<file path="src/rtl/seq_pattern_gen.sv">
// Serial bit-pattern transmitter: shifts a WIDTH-bit pattern out MSB-first,
// repeating it a programmable number of times with idle gaps between frames.
module seq_pattern_gen #(
  parameter int                WIDTH           = 8,
  parameter logic [WIDTH-1:0]  DEFAULT_PATTERN = 8'b1011_0010,
  parameter int                CNT_W           = 4,
  parameter int                GAP             = 2
) (
  input  logic             clk,
  input  logic             reset,
  input  logic             load,
  input  logic [WIDTH-1:0] pattern_in,
  input  logic             start,
  input  logic [CNT_W-1:0] repeat_n,
  input  logic             abort,
  output logic             dout,
  output logic             dout_valid,
  output logic             frame_last,
  output logic             busy,
  output logic             done
);

  localparam int IDX_W = (WIDTH > 2) ? $clog2(WIDTH) : 1;
  localparam int GAP_W = (GAP > 2) ? $clog2(GAP) : 1;
  localparam logic [IDX_W-1:0] IDX_TOP = IDX_W'(WIDTH - 1);
  localparam logic [GAP_W-1:0] GAP_TOP = GAP_W'((GAP > 0) ? GAP - 1 : 0);

  typedef enum logic [1:0] {
    S_IDLE  = 2'd0,
    S_SHIFT = 2'd1,
    S_GAP   = 2'd2
  } state_t;

  state_t           state_q;
  logic [WIDTH-1:0] pattern_q;
  logic [IDX_W-1:0] bit_idx_q;
  logic [IDX_W-1:0] bit_idx_d;
  logic [CNT_W-1:0] frames_q;
  logic [GAP_W-1:0] gap_cnt_q;
  logic             dout_q;
  logic             dout_valid_q;
  logic             frame_last_q;
  logic             busy_q;
  logic             done_q;

  assign bit_idx_d = bit_idx_q - 1'b1;

  // frames_q holds the frames still to send, including the one in flight,
  // so the full CNT_W range is usable without wrapping.
  always_ff @(posedge clk) begin
    if (reset) begin
      state_q      <= S_IDLE;
      pattern_q    <= DEFAULT_PATTERN;
      bit_idx_q    <= '0;
      frames_q     <= '0;
      gap_cnt_q    <= '0;
      dout_q       <= 1'b0;
      dout_valid_q <= 1'b0;
      frame_last_q <= 1'b0;
      busy_q       <= 1'b0;
      done_q       <= 1'b0;
    end else begin
      done_q       <= 1'b0;
      frame_last_q <= 1'b0;
      case (state_q)
        S_IDLE: begin
          if (load) pattern_q <= pattern_in;
          if (start && !abort) begin
            state_q      <= S_SHIFT;
            frames_q     <= (repeat_n == '0) ? CNT_W'(1) : repeat_n;
            bit_idx_q    <= IDX_TOP;
            dout_q       <= load ? pattern_in[WIDTH-1] : pattern_q[WIDTH-1];
            dout_valid_q <= 1'b1;
            busy_q       <= 1'b1;
          end
        end
        S_SHIFT: begin
          if (abort) begin
            state_q      <= S_IDLE;
            bit_idx_q    <= '0;
            frames_q     <= '0;
            dout_q       <= 1'b0;
            dout_valid_q <= 1'b0;
            busy_q       <= 1'b0;
          end else if (bit_idx_q != '0) begin
            bit_idx_q    <= bit_idx_d;
            dout_q       <= pattern_q[bit_idx_d];
            frame_last_q <= (bit_idx_d == '0);
          end else if (frames_q > CNT_W'(1)) begin
            frames_q <= frames_q - 1'b1;
            if (GAP > 0) begin
              state_q      <= S_GAP;
              gap_cnt_q    <= GAP_TOP;
              dout_q       <= 1'b0;
              dout_valid_q <= 1'b0;
            end else begin
              bit_idx_q <= IDX_TOP;
              dout_q    <= pattern_q[WIDTH-1];
            end
          end else begin
            state_q      <= S_IDLE;
            done_q       <= 1'b1;
            frames_q     <= '0;
            dout_q       <= 1'b0;
            dout_valid_q <= 1'b0;
            busy_q       <= 1'b0;
          end
        end
        S_GAP: begin
          if (abort) begin
            state_q   <= S_IDLE;
            gap_cnt_q <= '0;
            frames_q  <= '0;
            busy_q    <= 1'b0;
          end else if (gap_cnt_q == '0) begin
            state_q      <= S_SHIFT;
            bit_idx_q    <= IDX_TOP;
            dout_q       <= pattern_q[WIDTH-1];
            dout_valid_q <= 1'b1;
          end else begin
            gap_cnt_q <= gap_cnt_q - 1'b1;
          end
        end
        default: state_q <= S_IDLE;
      endcase
    end
  end

  assign dout       = dout_q;
  assign dout_valid = dout_valid_q;
  assign frame_last = frame_last_q;
  assign busy       = busy_q;
  assign done       = done_q;

endmodule

</file>
<file path="config.mk">
export PLATFORM = sky130hd
export DESIGN_NAME = seq_pattern_gen
export DESIGN_NICKNAME = d
export VERILOG_FILES = /design/src/rtl/seq_pattern_gen.sv
export SDC_FILE = /design/constraint.sdc
export NUM_CORES = 1
export LEC_CHECK = 0
export ABC_AREA = 1
export BUFFER_PORTS_ARGS = -buffer_cell sky130_fd_sc_hd__buf_2
export CAP_MARGIN = 20
export CORE_MARGIN = 1.5
export CORE_UTILIZATION = 58
export DETAILED_ROUTE_END_ITERATION = 10
export GPL_ROUTABILITY_DRIVEN = 1
export PLACE_DENSITY = 0.82
export SETUP_SLACK_MARGIN = 0.5
export SYNTH_ARGS = -nofsm -noshare
export SYNTH_HDL_FRONTEND = slang
export SYNTH_SLANG_ARGS = --single-unit
export TNS_END_PERCENT = 100
</file>
<file path="constraint.sdc">
create_clock -name clk -period 4.3 [get_ports clk]
set_clock_uncertainty 0.2 [all_clocks]
set_input_delay 0.43 -clock clk [delete_from_list [all_inputs] [get_ports clk]]
set_output_delay 0.43 -clock clk [all_outputs]
set_load 0.02 [all_outputs]
</file>
[Yosys cells after proc, flatten, opt, wreduce, memory -nomap -nowiden]
Cells that the tools add are included.
Word-level totals
  flip-flop bits (word level): 23
  input port bits: 17
  output and inout port bits: 5
  logic and storage cells: 95
Cells by class
  $add $sub $neg: 3
  order comparisons: 2
  eq/ne operators: 13
  muxes and demuxes: 47
  bitwise gates (word level): 2
  reductions and logical operators: 18
Operators with widths (number)
  2-to-1 mux 4 bit: 6
  2-to-1 mux 1 bit: 22
  2-to-1 mux 3 bit: 5
  AND reduction 5 bit: 3
  != test 2 bit (second input constant): 7
  2-to-1 mux 2 bit: 6
  != test 3 bit (second input constant): 4
  case mux 4 bit (3 select lines): 1
  AND reduction 4 bit: 3
  case mux 1 bit (3 select lines): 3
  case mux 3 bit (3 select lines): 1
  OR reduction 4 bit: 2
  case mux 2 bit (3 select lines): 1
  nonzero test 3 bit: 2
  greater-than comparator 4 x 1 -> 1 bit (second input constant): 1
  zero test 4 bit: 1
  less-than comparator 3 x 4 -> 1 bit (second input constant): 1
  subtractor 4 x 1 -> 4 bit (second input constant): 1
  binary-select mux 1 bit (select 3 bit): 1
  zero test 3 bit: 1
  AND reduction 3 bit: 1
  subtractor 3 x 1 -> 3 bit (second input constant): 1
  == test 2 x 1 -> 1 bit (second input constant): 1
  == test 2 bit (second input constant): 1
  8 further kinds: 9

[Longest topological paths before layout]
Gate-level depths: netlist of run 1.
  depth after elaboration: 6
  mapped depth: 11
  gate-level depth less buffers: 11

[Worst setup path after synthesis of run 1]
OpenSTA, ideal clock, no wires.
  kind: register -> register
  start point: reg bit_idx_q[0]
  end point: reg frames_q[0]
  library setup time: 0.117 ns
  arrival time: 1.355 ns
  required time: 3.983 ns
  setup slack: 2.628 ns
  cell stages (with the launch flop): 10
  path buffers: 0
  period minus slack after synthesis: 1.672 ns
  cell sequence: dfxtp_1 inv_1 ha_1 nand2_1 nand2_4 nand2_4 nor3_4 o21ai_1 a21oi_1 nor2_1
On the way
  cells in the longest elaborated chain, start to end: 3
Ends and longest elaborated chain
  start: declaration: RTL line 36  | logic [IDX_W-1:0] bit_idx_q;
  start signal: assignment: RTL line 86  | bit_idx_q <= bit_idx_d;
  nonzero test 3 bit: RTL line 85  | end else if (bit_idx_q != '0) begin
  != test 3 bit (no source line)
  AND reduction 4 bit (no source line)
  end signal: assignment: RTL line 70  | frames_q <= (repeat_n == '0) ? CNT_W'(1) : repeat_n;
  end signal: assignment: RTL line 90  | frames_q <= frames_q - 1'b1;
  end: declaration: RTL line 38  | logic [CNT_W-1:0] frames_q;
No other way between the ends.
A chain may end at the register's enable or synchronous reset.

[Worst setup path after layout of run 1]
  start point: reg bit_idx_q[0]
  end point: reg frames_q[2]
The elaborated chain is that of the path after synthesis.

==> results of run 1 <==
cell usage in the layout, fill, tap and decap left out:
cell type and n:
a21oi_1 16, a31oi_1 1, buf_2 21, clkbuf_1 1, clkbuf_4 3, clkinv_1 1, dfxtp_1 23, ha_1 9
inv_1 31, nand2_1 29, nand2_2 1, nand2_4 2, nand3_1 9, nor2_1 18, nor2_2 1, nor3_1 3
nor3_4 1, o211a_1 1, o211ai_1 3, o21ai_0 20, o21ai_1 4, o221ai_1 1, xnor2_1 1, xor2_1 3
final cells by class:
class | instances | share of cell area
timing repair buffer | 21 | 0.0736
tap | 27 | 0.0236
clock buffer | 4 | 0.0184
inverter | 32 | 0.0841
sequential | 23 | 0.322
multi-input combinational | 123 | 0.478
sequential cells by signal (all words and copies together) (netlist names):
name and count:
bit_idx_q 3, busy 1, done 1, dout 1
dout_valid 1, frame_last 1, frames_q 4, gap_cnt_q 1
pattern_q 8, state_q 2
where the power goes:
part | leakage [nW] | internal, mW | total (mW) | switching, mW
registers | 0.190 | 0.282 | 0.329 | 0.0472
logic | 0.523 | 0.199 | 0.540 | 0.341
clock network | 0.0150 | 0.0362 | 0.0980 | 0.0619
total | 0.728 | 0.517 | 0.967 | 0.450
metal layers:
layer	share of wire	track usage
met1	0.45	0.274
met2	0.51	0.429
met4	0.018	0.0972
met3	0.023	0.0273
met5	0	0
path summary, 6_finish.rpt:
kind                       end  slack (ns)  cells past startpoint
setup reg to reg   frames_q[2]        2.26                      9
hold reg to reg   pattern_q[0]        0.27                      2
hold / removal    pattern_q[4]        0.13                      3
setup / recovery   frames_q[2]        2.26                      9
worst max-delay path: stages (launching register included):
cell	delay, ns
dfxtp_1	0.41
inv_1	0.19
ha_1	0.17
nand2_1	0.13
nand2_4	0.13
nand2_4	0.06
nor3_4	0.30
o21ai_1	0.14
a21oi_1	0.16
nor2_1	0.05
logic make-up after synthesis:
group,share of synthesized area
AOI/OAI and AO/OA,0.195
xor gates and xnor gates,0.0276
adders and majority gates,0.0888
buffers and inverters,0.0977
DFF,0.363
and+or+nand+nor,0.227
==> results.cfg, run 1 <==
[status]
status = finished clean

[worst_setup_path]
crit_path_start = bit_idx_q[0]
cp_max_fo = 10
r2r_start = bit_idx_q[0]
cp-start-kind = flop
cp-end-kind = flop
crit_type = reg -> reg
cp.required_ns = 4.31
worstPathArrival_ns = 2.06

[logic_synthesis]
synth_top_area_share = 0.363
ys_ff_latch = 23
synth_cell_types = 22
synth_area_per_cell_um2 = 7.08
synth_ff_type = dfxtp_1
synthCells = 179
syn_area_mm2 = 0.00127
syn_nets = 205
synth.area.top_cells = dfxtp_1 36%, inv_1 9.2%, ha_1 8.9%
synth_edf_count = 0
synthTopCellsByCount = 31 x inv_1, 29 x nand2_1, 23 x dfxtp_1
yosys.area.top_type = dfxtp_1
yosysWarningCount = 0
async_reset_ff_frac = 0
ys_seq_area_frac = 0.363
yosysMostFrequentCell = inv_1

[clock_network]
postCtsSetupRepairBufs = 0
cts_sinks = 23
cts_resized = 0
cts-hold-fix-buffers = 0
clk_pin_slew_worst_paths_ns = 0.12
h-tree-depth = 1
cts_buffer_depth = 2
cts_tree = built
clock_latency_ns = 0.30
root_buffer = clkbuf_4
numCtsBuffers = 3

[cells_and_area]
syn2layout_area_growth_pct = 12.7
antenna_cells = 0
utilization = 0.714
multiInputGateArea_um2 = 683
seqCellArea_um2 = 460
stdcell_area_mm2 = 0.00143
fillers = 182
fin_nets = 230
drive_gt1_frac = 0.143
layoutNonFillerInstCount = 230

[detailed_routing]
first_pass_iters = 4
via_per_inst = 5.18
vias = 1191
wl_per_cell_um = 11.1
drtIter0Drc = 18
ant_nets = 0
drc = 0
routed_wl_um = 2560

[die]
dieArea_mm2 = 0.00247
io_pins = 22
die_h_um = 49.7
core_mm2 = 0.00200
start_util = 0.633
die_w_um = 49.7
rows = 16

[timing]
fmax_mhz = 489
hold_viol = 0
max_slew_margin = 0.684
fin_crit_sh = 0.475
period_needed_ns = 2.04
maxSlewViolCount = 0
setup_tns_ns = 0
holdWs_ns = 0.133
rsz0062_at_grt = no
worst_pin_slew_ns = 0.472
worst_slack_ns = 2.26
setup_viol = 0

[placed_design]
place_area_mm2 = 0.00140
dp_slack_ns = 2.33
dp_cells = 226
dpl.hpwl_um = 2030
port_buffers = 21
gp_congestion = 0.828

[power]
p_leak_nw = 0.728
p_total_uw = 967
p_per_area_mw_per_mm2 = 677
vdd_drop_max_mv = 0.432

[global_route]
grt_usage = 0.235
antenna_found_initial = 0
overflow = 0
grt_start_max_net_pins = 20
grt_pass1_vias = 1131
grt_pass1_wl_um = 4530

[flow_run]
maxCapViolCount = 0

[worst_hold_path]
hp-start = pattern_in[4]
hold_class = in -> reg
No activity file was read; power rests on OpenSTA's default activity.
==> inputs of run 2 (changes only) <==
ABC_AREA = 0   (was 1)
CORE_UTILIZATION = 50   (was 58)
PLACE_DENSITY = 0.75   (was 0.82)
clock period = 1.7 ns   (was 4.3 ns; I/O delays follow)
==> run 2 against run 1 <==
Combinational power grew to 2.7 times the previous value. Global-route usage up 6.7 points. Power rose to 2.5 times the previous value. Synthesized area up 7.9%. Largest power group unchanged. First-iteration DRC count rose to 7.1 times the previous value. Non-clock buffer count grew 58. The flow now finishes with violations (setup timing).
==> results.cfg, run 2 <==
[worst_setup_path]
worstPathArrival_ns = 2.14
crit_type = reg -> reg
cp.required_ns = 1.70
cp_max_fo = 2
critPathBufInv = 1
critPathMaxStageDelay_ns = 0.48
cp-end-kind = flop
cpMaxStageDelayCell = mux4_2
cp_top_family = multiplexers
path_cells = inv_4, ha_4, mux4_2, mux2_4, a221oi_2, a211oi_1
cp-start-kind = flop

[global_route]
grt_pass1_wl_um = 7430
antenna_found_initial = 0
grt_usage = 0.301
overflow = 0
grt_start_max_net_pins = 26
grt_pass1_vias = 1632

[die]
io_pins = 22
core_mm2 = 0.00252
dieArea_mm2 = 0.00306
rows = 18
start_util = 0.542
die_w_um = 55.3
die_h_um = 55.3

[logic_synthesis]
synth_cell_types = 43
syn_nets = 177
ys_seq_area_frac = 0.337
synth.area.top_cells = dfxtp_1 34%, ha_1 8.2%, a21oi_1 4.4%
yosys.area.top_type = dfxtp_1
synth_compound_area_frac = 0.282
synthTopCellsByCount = 23 x dfxtp_1, 12 x a21oi_1, 12 x nand2_1
synthAdderAreaFrac = 0.0823
syn_area_mm2 = 0.00137
synthXorXnorAreaFrac = 0.00640
synth_area_per_cell_um2 = 9.06
ys_ff_latch = 23
synth_edf_count = 0
yosysMostFrequentCell = dfxtp_1
synth_top_area_share = 0.337
yosysWarningCount = 0
synth_ff_type = dfxtp_1
async_reset_ff_frac = 0
synth_mux_area_frac = 0.0494
synth-simple-area-share = 0.202
synthCells = 151
synth_top_family_by_area = compound AO/OA/AOI/OAI gates

[status]
violations = setup timing
status = complete, but fails checks

[placed_design]
dpl.hpwl_um = 2790
gp_congestion = 0.802
port_buffers = 21

[detailed_routing]
wl_per_cell_um = 21.7
first_pass_iters = 5
ant_nets = 0
routed_wl_um = 5630
drc = 0
drtIter0Drc = 127
via_per_inst = 6.59
vias = 1706

[timing]
maxSlewViolCount = 0
setup_viol = 15
rsz0062_at_grt = yes
fmax_mhz = 468
hold_viol = 0
worst_slack_ns = -0.437
worst_pin_slew_ns = 0.567
setup_tns_ns = -2.85
max_slew_margin = 0.621
period_needed_ns = 2.14
fin_crit_sh = 1.26

[cells_and_area]
fin_nets = 256
largest_reg_flops = 8
utilization = 0.916
largestRegisters = pattern_q: 8 flops, frames_q: 4 flops, bit_idx_q: 3 flops
antenna_cells = 0
fillers = 93
final_cell_mix = 38 x buf_4, 18 x buf_2, 15 x dfxtp_1
drive_gt1_frac = 0.585
final_common_cell = buf_4
syn2layout_area_growth_pct = 69.0
top_register = pattern_q

[clock_network]
cts_buffer_depth = 2
cts_sinks = 23
numCtsBuffers = 3
clock_latency_ns = 0.33
root_buffer = clkbuf_4
h-tree-depth = 1
cts_tree = built
clk_pin_slew_worst_paths_ns = 0.15

[power]
p_per_area_mw_per_mm2 = 1060
vdd_drop_max_mv = 1.01
p_leak_nw = 0.974

[worst_hold_path]
hold_class = in -> reg

[flow_run]
maxCapViolCount = 0
run 2: power breakdown:
group          leakage, nW  switching, mW  internal (mW)
clock               0.0177          0.186         0.0884
combinational        0.764          0.704          0.778
sequential           0.193         0.0732          0.627
run 2: worst min-delay path: stages:
cell and delay [ns]:
buf_2 0.09, and3_4 0.17, a211o_1 0.09
run 2: path summary, 6_finish.rpt:
kind         depth (start not counted)  slack, ns      endpoint     startpoint
max                                  6      -0.44          dout   bit_idx_q[0]
min                                  3      0.008  pattern_q[7]  pattern_in[7]
max reg2reg                          6      -0.44          dout   bit_idx_q[0]
min reg2reg                          1       0.30  pattern_q[1]   pattern_q[1]
run 2: through the flow:
stage | setup WS [ns] | cells | cell area (um^2) | hold slack [ns] | total power [mW]
floorplan | -0.295 | 151 | 1550 | 0.0884 | 1.41
detailed placement | -0.336 | 230 | 1910 | 0.237 | 1.78
global placement | -0.282 | 230 | 1910 | 0.228 | 1.73
finish | -0.437 | 259 | 2310 | 0.00819 | 2.46
CTS | -0.355 | 249 | 2180 | -0.00676 | 2.21
global route | -0.491 | 259 | 2310 | 0.00279 | 2.55
run 2: routing by layer:
metal	vias up	routed length [um]	share of wire	track usage
met5	-	0	0	0
met3	43	483	0.086	0.0539
li1	728	-	-	-
met4	0	315	0.056	0.108
met2	139	2760	0.49	0.544
met1	796	2080	0.37	0.353
run 2: kinds of logic after synthesis:
kind of cell | after synthesis
AOI/OAI and AO/OA | 52
and+or+nand+nor | 49
adders and majority gates | 9
buffers and inverters | 13
muxes | 4
DFF | 23
xor gates and xnor gates | 1
run 2: repair_timing:
item / in CTS / in global routing
pin swaps: 9 / 7
endpoints found under the setup margin: 25 / 27
resized for setup: 32 / 14
setup buffers: 8 / 9
hold buffers: 7 / 1
cloned: 0 / 0
hold endpoints to repair: 8 / 1
run 2: layout make-up:
cell class	count	area, um^2	share of cell area
multi-input combinational	115	1100	0.476
timing repair buffer	79	632	0.273
sequential	23	475	0.206
inverter	8	37.5	0.0162
tap	30	37.5	0.0162
clock buffer	3	22.5	0.00975
clock inverter	1	5.00	0.00217
==> inputs of run 3 (changes only) <==
HOLD_SLACK_MARGIN = 0.12   (was default)
==> run 3 against run 2 <==
The flow still finishes with violations (setup timing). Utilization is 1.1 points higher. Power up 1.7%. Hold slack better by 0.014 ns. Sequential power grew 0.7%. First-iteration DRC count grew 13%. Sequential share of layout area fell by 0.24 points. Cell area increased by 1.2%. Count of clock-buffer cells in the layout did not move. Register-to-register slack is essentially flat. Flip-flop and latch count stayed put. Via count grew 3.3%. Highest routed layer unchanged.
==> results.cfg, run 3 (same netlist as run 2, synthesis figures left out) <==
[timing]
setup_viol = 14
max_slew_margin = 0.615
fin_crit_sh = 1.25
rsz0062_at_grt = yes
hold_viol = 0
setup_tns_ns = -2.46
period_needed_ns = 2.13
maxSlewViolCount = 0
fmax_mhz = 469
worst_pin_slew_ns = 0.576
worst_slack_ns = -0.430

[worst_setup_path]
crit_type = reg -> reg
cpMaxStageDelayCell = mux4_2
r2r_start = bit_idx_q[1]
cp-end-kind = flop
cp.required_ns = 1.71
crit_path_start = bit_idx_q[1]
critPathBufInv = 1
critPathMaxStageDelay_ns = 0.50
cp_top_family = multiplexers
cp-start-kind = flop
cp_max_fo = 2
path_cells = inv_2, ha_4, mux4_2, mux2_4, a221oi_2, a211oi_1
worstPathArrival_ns = 2.14

[die]
io_pins = 22
core_mm2 = 0.00252
die_h_um = 55.3
dieArea_mm2 = 0.00306
die_w_um = 55.3
rows = 18
start_util = 0.542

[cells_and_area]
largestRegisters = pattern_q: 8 flops, frames_q: 4 flops, bit_idx_q: 3 flops
syn2layout_area_growth_pct = 71.0
utilization = 0.927
final_common_cell = buf_4
fillers = 90
drive_gt1_frac = 0.580
top_register = pattern_q
largest_reg_flops = 8
layoutNonFillerInstCount = 261
antenna_cells = 0
fin_nets = 258
final_cell_mix = 39 x buf_4, 17 x buf_2, 15 x dfxtp_1

[clock_network]
root_buffer = clkbuf_4
clock_latency_ns = 0.34
h-tree-depth = 1
numCtsBuffers = 3
cts_sinks = 23
cts_tree = built
clk_pin_slew_worst_paths_ns = 0.15
cts_buffer_depth = 2

[power]
p_per_area_mw_per_mm2 = 1070
p_leak_nw = 0.983
p_total_mw = 2.50
vdd_drop_max_mv = 1.03

[placed_design]
port_buffers = 21
dpl.hpwl_um = 2790
dp_cells = 230
gp_congestion = 0.802

[worst_hold_path]
hp-start = pattern_in[7]
hold_class = in -> reg

[global_route]
grt_usage = 0.322
grt_pass1_wl_um = 7890
grt_pass1_vias = 1633
overflow = 0
grt_start_max_net_pins = 26
antenna_found_initial = 0

[detailed_routing]
first_pass_iters = 5
routed_wl_um = 6200
via_per_inst = 6.75
drc = 0
vias = 1763
wl_per_cell_um = 23.7
ant_nets = 0
drtIter0Drc = 144

[status]
violations = setup timing
status = complete, but fails checks

[flow_run]
maxCapViolCount = 0
run 3: where the power goes:
part	internal [mW]	total (mW)	leakage [nW]	switching [mW]
clock	0.0887	0.282	0.0177	0.193
combinational	0.777	1.51	0.772	0.735
sequential	0.627	0.705	0.193	0.0776
run 3: per-layer routing:
metal  global-route usage  vias up  routed length, um
met4                0.105        0                474
met5                    0        -                  0
met2                0.568      152               2960
met3               0.0632       57                544
li1                     -      728                  -
met1                0.389      826               2210
run 3: timing repair:
action / in CTS / in global routing
gates resized for setup: 32 / 16
hold buffers: 8 / 2
setup endpoints to repair: 25 / 28
buffers inserted: 8 / 9
endpoints found under the hold margin: 17 / 11
pin swaps: 9 / 9
run 3: worst register-to-register path, stage by stage (launching register included):
cell and delay (ns):
dfxtp_2 0.38, inv_2 0.06, ha_4 0.28, mux4_2 0.50, mux2_4 0.28, a221oi_2 0.23, a211oi_1 0.07
run 3: path summary, 6_finish.rpt:
kind,end,slack [ns],cells after the start
setup reg to reg,dout,-0.43,6
hold / removal,pattern_q[7],0.02,3
hold reg to reg,pattern_q[0],0.31,2
setup / recovery,dout,-0.43,6
run 3: cell type report:
cell class,count,area (um^2),share of cell area
Clock buffer,3,22.5,0.00963
Clock inverter,1,5.00,0.00214
Inverter,8,40.0,0.0171
Multi-Input combinational cell,115,1110,0.474
Sequential cell,23,475,0.203
Tap cell,30,37.5,0.0161
Timing Repair Buffer,81,651,0.278
run 3: per-stage QoR:
step | cell area [um^2] | worst slack (ns) | hold WS (ns)
2_1_floorplan | 1550 | -0.295 | 0.0884
3_3_place_gp | 1910 | -0.282 | 0.228
6_report | 2340 | -0.430 | 0.0221
5_1_grt | 2340 | -0.462 | 0.0278
4_1_cts | 2190 | -0.355 | -0.00676
3_5_place_dp | 1910 | -0.336 | 0.237
